[config.mk]
export PLATFORM = sky130hd
export DESIGN_NAME = seq_divider
export DESIGN_NICKNAME = d
export VERILOG_FILES = /design/src/rtl/seq_divider.sv
export SDC_FILE = /design/constraint.sdc
export NUM_CORES = 1
export LEC_CHECK = 0
export ABC_CLOCK_PERIOD_IN_PS = 2200
export CORE_MARGIN = 2
export CORE_UTILIZATION = 46
export DETAILED_ROUTE_END_ITERATION = 10
export PLACE_DENSITY_LB_ADDON = 0.2
export RECOVER_POWER = 50
export SLEW_MARGIN = 20
export SYNTH_ARGS = -nofsm -noshare
export SYNTH_HDL_FRONTEND = slang
export SYNTH_HIERARCHICAL = 1
export SYNTH_SLANG_ARGS = --single-unit
export TNS_END_PERCENT = 100
[constraint.sdc]
create_clock -name CLK -period 2.2 [get_ports CLK]
set_input_delay 0.33 -clock CLK [delete_from_list [all_inputs] [get_ports CLK]]
set_output_delay 0.33 -clock CLK [all_outputs]
set_load 0.02 [all_outputs]
[src/rtl/seq_divider.sv]
// seq_divider: multi-cycle unsigned restoring divider, one quotient bit per clock.
// Trial subtraction is Shifted + ~divisor + 1 through a Kogge-Stone style CLA.
module ADDER_LL_CLA #(
    parameter int BITS = 8
) (
    input  logic [BITS-1:0] A,
    input  logic [BITS-1:0] B,
    input  logic            Cin,
    output logic [BITS-1:0] S,
    output logic            Cout,
    output logic            Over
);
    logic [BITS-1:0] g_q, p_q;
    logic [BITS:0]   c;
    // Parallel-prefix group generate/propagate, doubling the span each level
    always_comb begin
        g_q = A & B;
        p_q = A ^ B;
        for (int s = 1; s < BITS; s = s * 2) begin
            g_q = g_q | (p_q & (g_q << s));
            p_q = p_q & ((p_q << s) | ((BITS'(1) << s) - BITS'(1)));
        end
    end
    assign c    = {g_q | (p_q & {BITS{Cin}}), Cin};
    assign S    = A ^ B ^ c[BITS-1:0];
    assign Cout = c[BITS];
    assign Over = c[BITS] ^ c[BITS-1];
endmodule

module seq_divider #(
    parameter int BITS = 8
) (
    input  logic            CLK,
    input  logic            RST_N,
    input  logic            Start,
    input  logic [BITS-1:0] A,
    input  logic [BITS-1:0] B,
    output logic            Busy,
    output logic            Done,
    output logic [BITS-1:0] Q,
    output logic [BITS-1:0] R,
    output logic            DivZero
);
    localparam int CW = $clog2(BITS) + 1;

    if (!(BITS == 4 || BITS == 8 || BITS == 16 || BITS == 32 || BITS == 64)) begin : g_bad_bits
        $error("seq_divider: BITS must be 4, 8, 16, 32 or 64");
    end

    typedef enum logic [1:0] {IDLE, RUN, DONE} state_t;

    state_t          state_q, state_d;
    logic [BITS-1:0] qreg_q, qreg_d, rem_q, rem_d, dvs_q, dvs_d;
    logic [CW-1:0]   cnt_q, cnt_d;
    logic            dz_q, dz_d;
    logic [BITS-1:0] shifted, trial;
    logic            cout, success, accept, b_zero, over_unused;

    assign shifted = {rem_q[BITS-2:0], qreg_q[BITS-1]};
    assign success = rem_q[BITS-1] | cout;
    assign accept  = Start && state_q != RUN;
    assign b_zero  = B == '0;

    ADDER_LL_CLA #(.BITS(BITS)) u_sub (
        .A    (shifted),
        .B    (~dvs_q),
        .Cin  (1'b1),
        .S    (trial),
        .Cout (cout),
        .Over (over_unused)
    );

    always_ff @(posedge CLK) begin
        if (!RST_N) begin
            state_q <= IDLE;
            qreg_q  <= '0;
            rem_q   <= '0;
            dvs_q   <= '0;
            cnt_q   <= '0;
            dz_q    <= 1'b0;
        end else begin
            state_q <= state_d;
            qreg_q  <= qreg_d;
            rem_q   <= rem_d;
            dvs_q   <= dvs_d;
            cnt_q   <= cnt_d;
            dz_q    <= dz_d;
        end
    end

    always_comb begin
        state_d = accept ? (b_zero ? DONE : RUN) :
                  state_q == RUN ? (cnt_q == CW'(1) ? DONE : RUN) : IDLE;
    end

    // Divide-by-zero reuses the quotient/remainder registers for its fixed result
    always_comb begin
        qreg_d = accept ? (b_zero ? '1 : A) :
                 state_q == RUN ? {qreg_q[BITS-2:0], success} : qreg_q;
        rem_d  = accept ? (b_zero ? A : '0) :
                 state_q == RUN ? (success ? trial : shifted) : rem_q;
        dvs_d  = accept && !b_zero ? B : dvs_q;
        cnt_d  = accept && !b_zero ? CW'(BITS) :
                 state_q == RUN ? cnt_q - CW'(1) : cnt_q;
        dz_d   = accept ? b_zero : dz_q;
    end

    always_comb begin
        Busy    = state_q == RUN;
        Done    = state_q == DONE;
        Q       = qreg_q;
        R       = rem_q;
        DivZero = dz_q;
    end
endmodule

==> impl_metrics.prom <==
# TYPE chip_impl_metric gauge
chip_impl_metric{name="worstSkewPairLatency",unit="ns"} 0.28
chip_impl_metric{name="postSynthCellCount",unit=""} 227
chip_impl_metric{name="tritoncts.num_buffers",unit=""} 5
chip_impl_metric{name="clock.fmax",unit="MHz"} 451.5
chip_impl_metric{name="post_route_cells_drive_above_1_share",unit="%"} 12.95
chip_impl_metric{name="finalWirelength",unit="mm"} 4.546
chip_impl_metric{name="ff_to_ff_setup_slack",unit="ns"} -0.01
chip_impl_metric{name="ff2ff_path_depth",unit=""} 10
chip_impl_info{name="crit_reg_reg_endpoint",value="R[3]$_SDFFE_PN0P_"} 1
chip_impl_metric{name="grt_antenna_before_repair",unit=""} 0
chip_impl_metric{name="cts_setup_buffers",unit=""} 0
chip_impl_metric{name="setup-tns-final",unit="ns"} -0.02459
chip_impl_metric{name="dp_hpwl",unit="mm"} 3.349
chip_impl_metric{name="synth_area",unit="um2"} 1866
chip_impl_metric{name="final_design_area_no_fill",unit="um2"} 2526
chip_impl_metric{name="die_width",unit="um"} 67.68
chip_impl_info{name="timing.hold.worst.class",value="flop to flop"} 1
chip_impl_metric{name="drt_first_pass_iters",unit=""} 4
chip_impl_metric{name="cts_num_sinks",unit=""} 31
chip_impl_metric{name="core",unit="um2"} 3943
chip_impl_metric{name="placed_cell_area",unit="um2"} 2392
chip_impl_metric{name="post_cts_resize_count",unit=""} 0
chip_impl_info{name="worstSetupStartpointType",value="flop"} 1
chip_impl_info{name="violations",value="negative setup slack"} 1
chip_impl_metric{name="multiInputGateArea",unit="um2"} 1155
chip_impl_metric{name="instances_no_fill",unit=""} 328
chip_impl_metric{name="wl_per_cell",unit="um"} 13.86
chip_impl_metric{name="final_period_minus_worst_setup_slack",unit="ns"} 2.215
chip_impl_metric{name="maximum_number_of_pins_on_one_net_before_global_route_repair",unit=""} 29
chip_impl_metric{name="timing.hold.ws",unit="ns"} 0.4742
chip_impl_metric{name="ant_nets",unit=""} 0
chip_impl_metric{name="worstPathRequired",unit="ns"} 2.37
chip_impl_metric{name="syn_avg_cell_area",unit="um2"} 8.218
chip_impl_metric{name="worstPathMaxFanout",unit=""} 4
chip_impl_metric{name="layout_worst_path_cycle_share",unit="%"} 100.7
chip_impl_info{name="timing.setup.critical_path_class",value="flop to flop"} 1
chip_impl_metric{name="chipHeight",unit="um"} 67.68
chip_impl_metric{name="sequential_cell_area",unit="um2"} 620.6
chip_impl_metric{name="die-area",unit="um2"} 4581
chip_impl_metric{name="antenna_cells_inserted",unit=""} 0
chip_impl_metric{name="grt_remaining_overflow",unit=""} 0
chip_impl_metric{name="drtIter0Drc",unit=""} 88
chip_impl_info{name="run_status",value="finished with violations"} 1
chip_impl_metric{name="htree_num_levels",unit=""} 2
chip_impl_metric{name="max_cap_violations",unit=""} 0
chip_impl_metric{name="wire_length_of_the_first_global_routing_pass",unit="mm"} 7.286
chip_impl_metric{name="clock_skew_after_layout",unit="ns"} 0.006398
chip_impl_info{name="cp-end-kind",value="flop"} 1
chip_impl_metric{name="maximum_ir_drop_on_the_vdd_rail",unit="mV"} 0.3894
chip_impl_metric{name="final_count_of_hold_timing_violations",unit=""} 0
chip_impl_metric{name="finish.net_count",unit=""} 308
chip_impl_metric{name="post-route-worst-setup-slack",unit="ns"} -0.01462
chip_impl_metric{name="worst_pin_slew",unit="ns"} 0.5051
chip_impl_info{name="critPathCapture",value="R[3]$_SDFFE_PN0P_"} 1
chip_impl_metric{name="layout.filler_cells",unit=""} 350
chip_impl_metric{name="slew_headroom",unit="%"} 66.22
chip_impl_metric{name="power_leakage",unit="nW"} 1.067
chip_impl_metric{name="post_cts_clock_slew_at_the_launch_and_capture_registers_of_the_worst_setup_and_hold_paths",unit="ns"} 0.07
chip_impl_metric{name="cts.path.max_buffers",unit=""} 2
chip_impl_info{name="clk_root_buffer_cell",value="clkbuf_8"} 1
chip_impl_metric{name="yosys_warnings",unit=""} 6
chip_impl_info{name="tritoncts",value="done"} 1
chip_impl_metric{name="floorplan.io_pins",unit=""} 38
chip_impl_metric{name="setup_violations",unit=""} 2
chip_impl_metric{name="grt_pass1_vias",unit=""} 1654
chip_impl_metric{name="drc_errors",unit=""} 0
chip_impl_metric{name="average_vias_per_placed_instance",unit=""} 5.290
chip_impl_info{name="regToRegStartpoint",value="dvs_q[5]$_SDFFE_PN0P_"} 1
chip_impl_metric{name="areaGrowthSynthToFinish",unit="%"} 35.41
chip_impl_metric{name="rows",unit=""} 23
chip_impl_metric{name="power_per_standard_cell_area",unit="nW/um2"} 796.9
chip_impl_metric{name="cts_hold_repair.buffers",unit=""} 0
chip_impl_metric{name="finalWeightedCongestion",unit=""} 0.8286
chip_impl_metric{name="initial_cell_density_of_the_core",unit="%"} 47.32
chip_impl_metric{name="placement.io_buffers",unit=""} 37
chip_impl_metric{name="route.vias.total",unit=""} 1735
chip_impl_metric{name="grt_util_all_layers",unit="%"} 21.67
chip_impl_metric{name="worstPathArrival",unit="ns"} 2.38
chip_impl_metric{name="drv_slew",unit=""} 0
chip_impl_metric{name="dp.cells",unit=""} 320
chip_impl_info{name="crit_start",value="dvs_q[5]$_SDFFE_PN0P_"} 1
## worst max-delay path, stage by stage (launching register included)
cell and delay (ns):
dfxtp_1 0.33, inv_1 0.04, ha_1 0.28, and2_1 0.17, o21ai_0 0.19, nor3b_2 0.29
a21oi_4 0.12, nor2_2 0.27, mux2i_1 0.21, o21ai_0 0.08, o2bb2ai_1 0.13
## report_power, final
part           total [W]  internal, W  switching, W  leakage (nW)
combinational   0.000805     0.000388      0.000417         0.761
clock           0.000549     0.000332      0.000218        0.0513
sequential      0.000659     0.000615     0.0000436         0.255
## state kept, by name, summed over array words and instances, names as in the netlist
signal   count
DivZero      1
Q            8
R            8
cnt_q        4
dvs_q        8
state_q      2
## per-stage QoR
| step | setup WS (ns) | utilization [%] | total power, W |
|---|---|---|---|
| 6_report | -0.01462 | 64.07 | 0.002013 |
| 5_1_grt | -0.1015 | 64.07 | 0.002119 |
| 3_5_place_dp | 0.03265 | 60.68 | 0.001442 |
| 3_3_place_gp | 0.07453 | 60.68 | 0.001434 |
| 2_1_floorplan | 0.05008 | - | 0.001192 |
| 4_1_cts | 0.06179 | 63.28 | 0.001984 |
## cell usage in the layout, fill, tap and decap left out, types with 2 or more instances in the layout
master and instances:
a211oi_1 2, a21oi_1 5, a21oi_4 2, buf_4 16, clkbuf_8 5, clkdlybuf4s50_1 17
conb_1 2, dfxtp_1 31, dlygate4sd3_1 20, ha_1 9, inv_1 19, mux2i_1 7
nand2_1 15, nand2b_1 2, nand3_1 11, nand3b_1 7, nand4_1 2, nor2_1 24
nor3_1 7, nor4b_1 6, o21ai_0 24, o2bb2ai_1 7, xnor2_1 5, xor2_1 3
## cell type report
class | count | share of cell area (%)
clock buffers | 6 | 2.873
clock inverters | 1 | 1.189
flip-flops and latches | 31 | 24.57
multi-input cells | 166 | 45.72
inverters | 20 | 2.972
well taps | 50 | 2.476
repair buffers | 54 | 20.21
## worst min-delay path by stage
stage	from	endpoint	slack [ns]	depth (start not counted)
floorplan	dvs_q[0]$_SDFFE_PN0P_	dvs_q[0]$_SDFFE_PN0P_	0.44	2
global placement	DivZero$_SDFFE_PN0P_	DivZero$_SDFFE_PN0P_	0.46	2
detailed placement	dvs_q[4]$_SDFFE_PN0P_	dvs_q[4]$_SDFFE_PN0P_	0.46	2
CTS	dvs_q[4]$_SDFFE_PN0P_	dvs_q[4]$_SDFFE_PN0P_	0.48	2
global route	dvs_q[5]$_SDFFE_PN0P_	dvs_q[5]$_SDFFE_PN0P_	0.51	2
finish	dvs_q[4]$_SDFFE_PN0P_	dvs_q[4]$_SDFFE_PN0P_	0.47	2
## routing by layer
layer | vias up | track usage [%] | share of wire (%) | wire, um
met5 | - | 0 | 0 | 0
met4 | 0 | 7.908 | 1.3 | 59
met3 | 5 | 5.167 | 3.3 | 150
met2 | 32 | 36.52 | 47 | 2135
met1 | 801 | 26.69 | 48 | 2201
li1 | 897 | - | - | -
(Power assumes the default switching activity.)
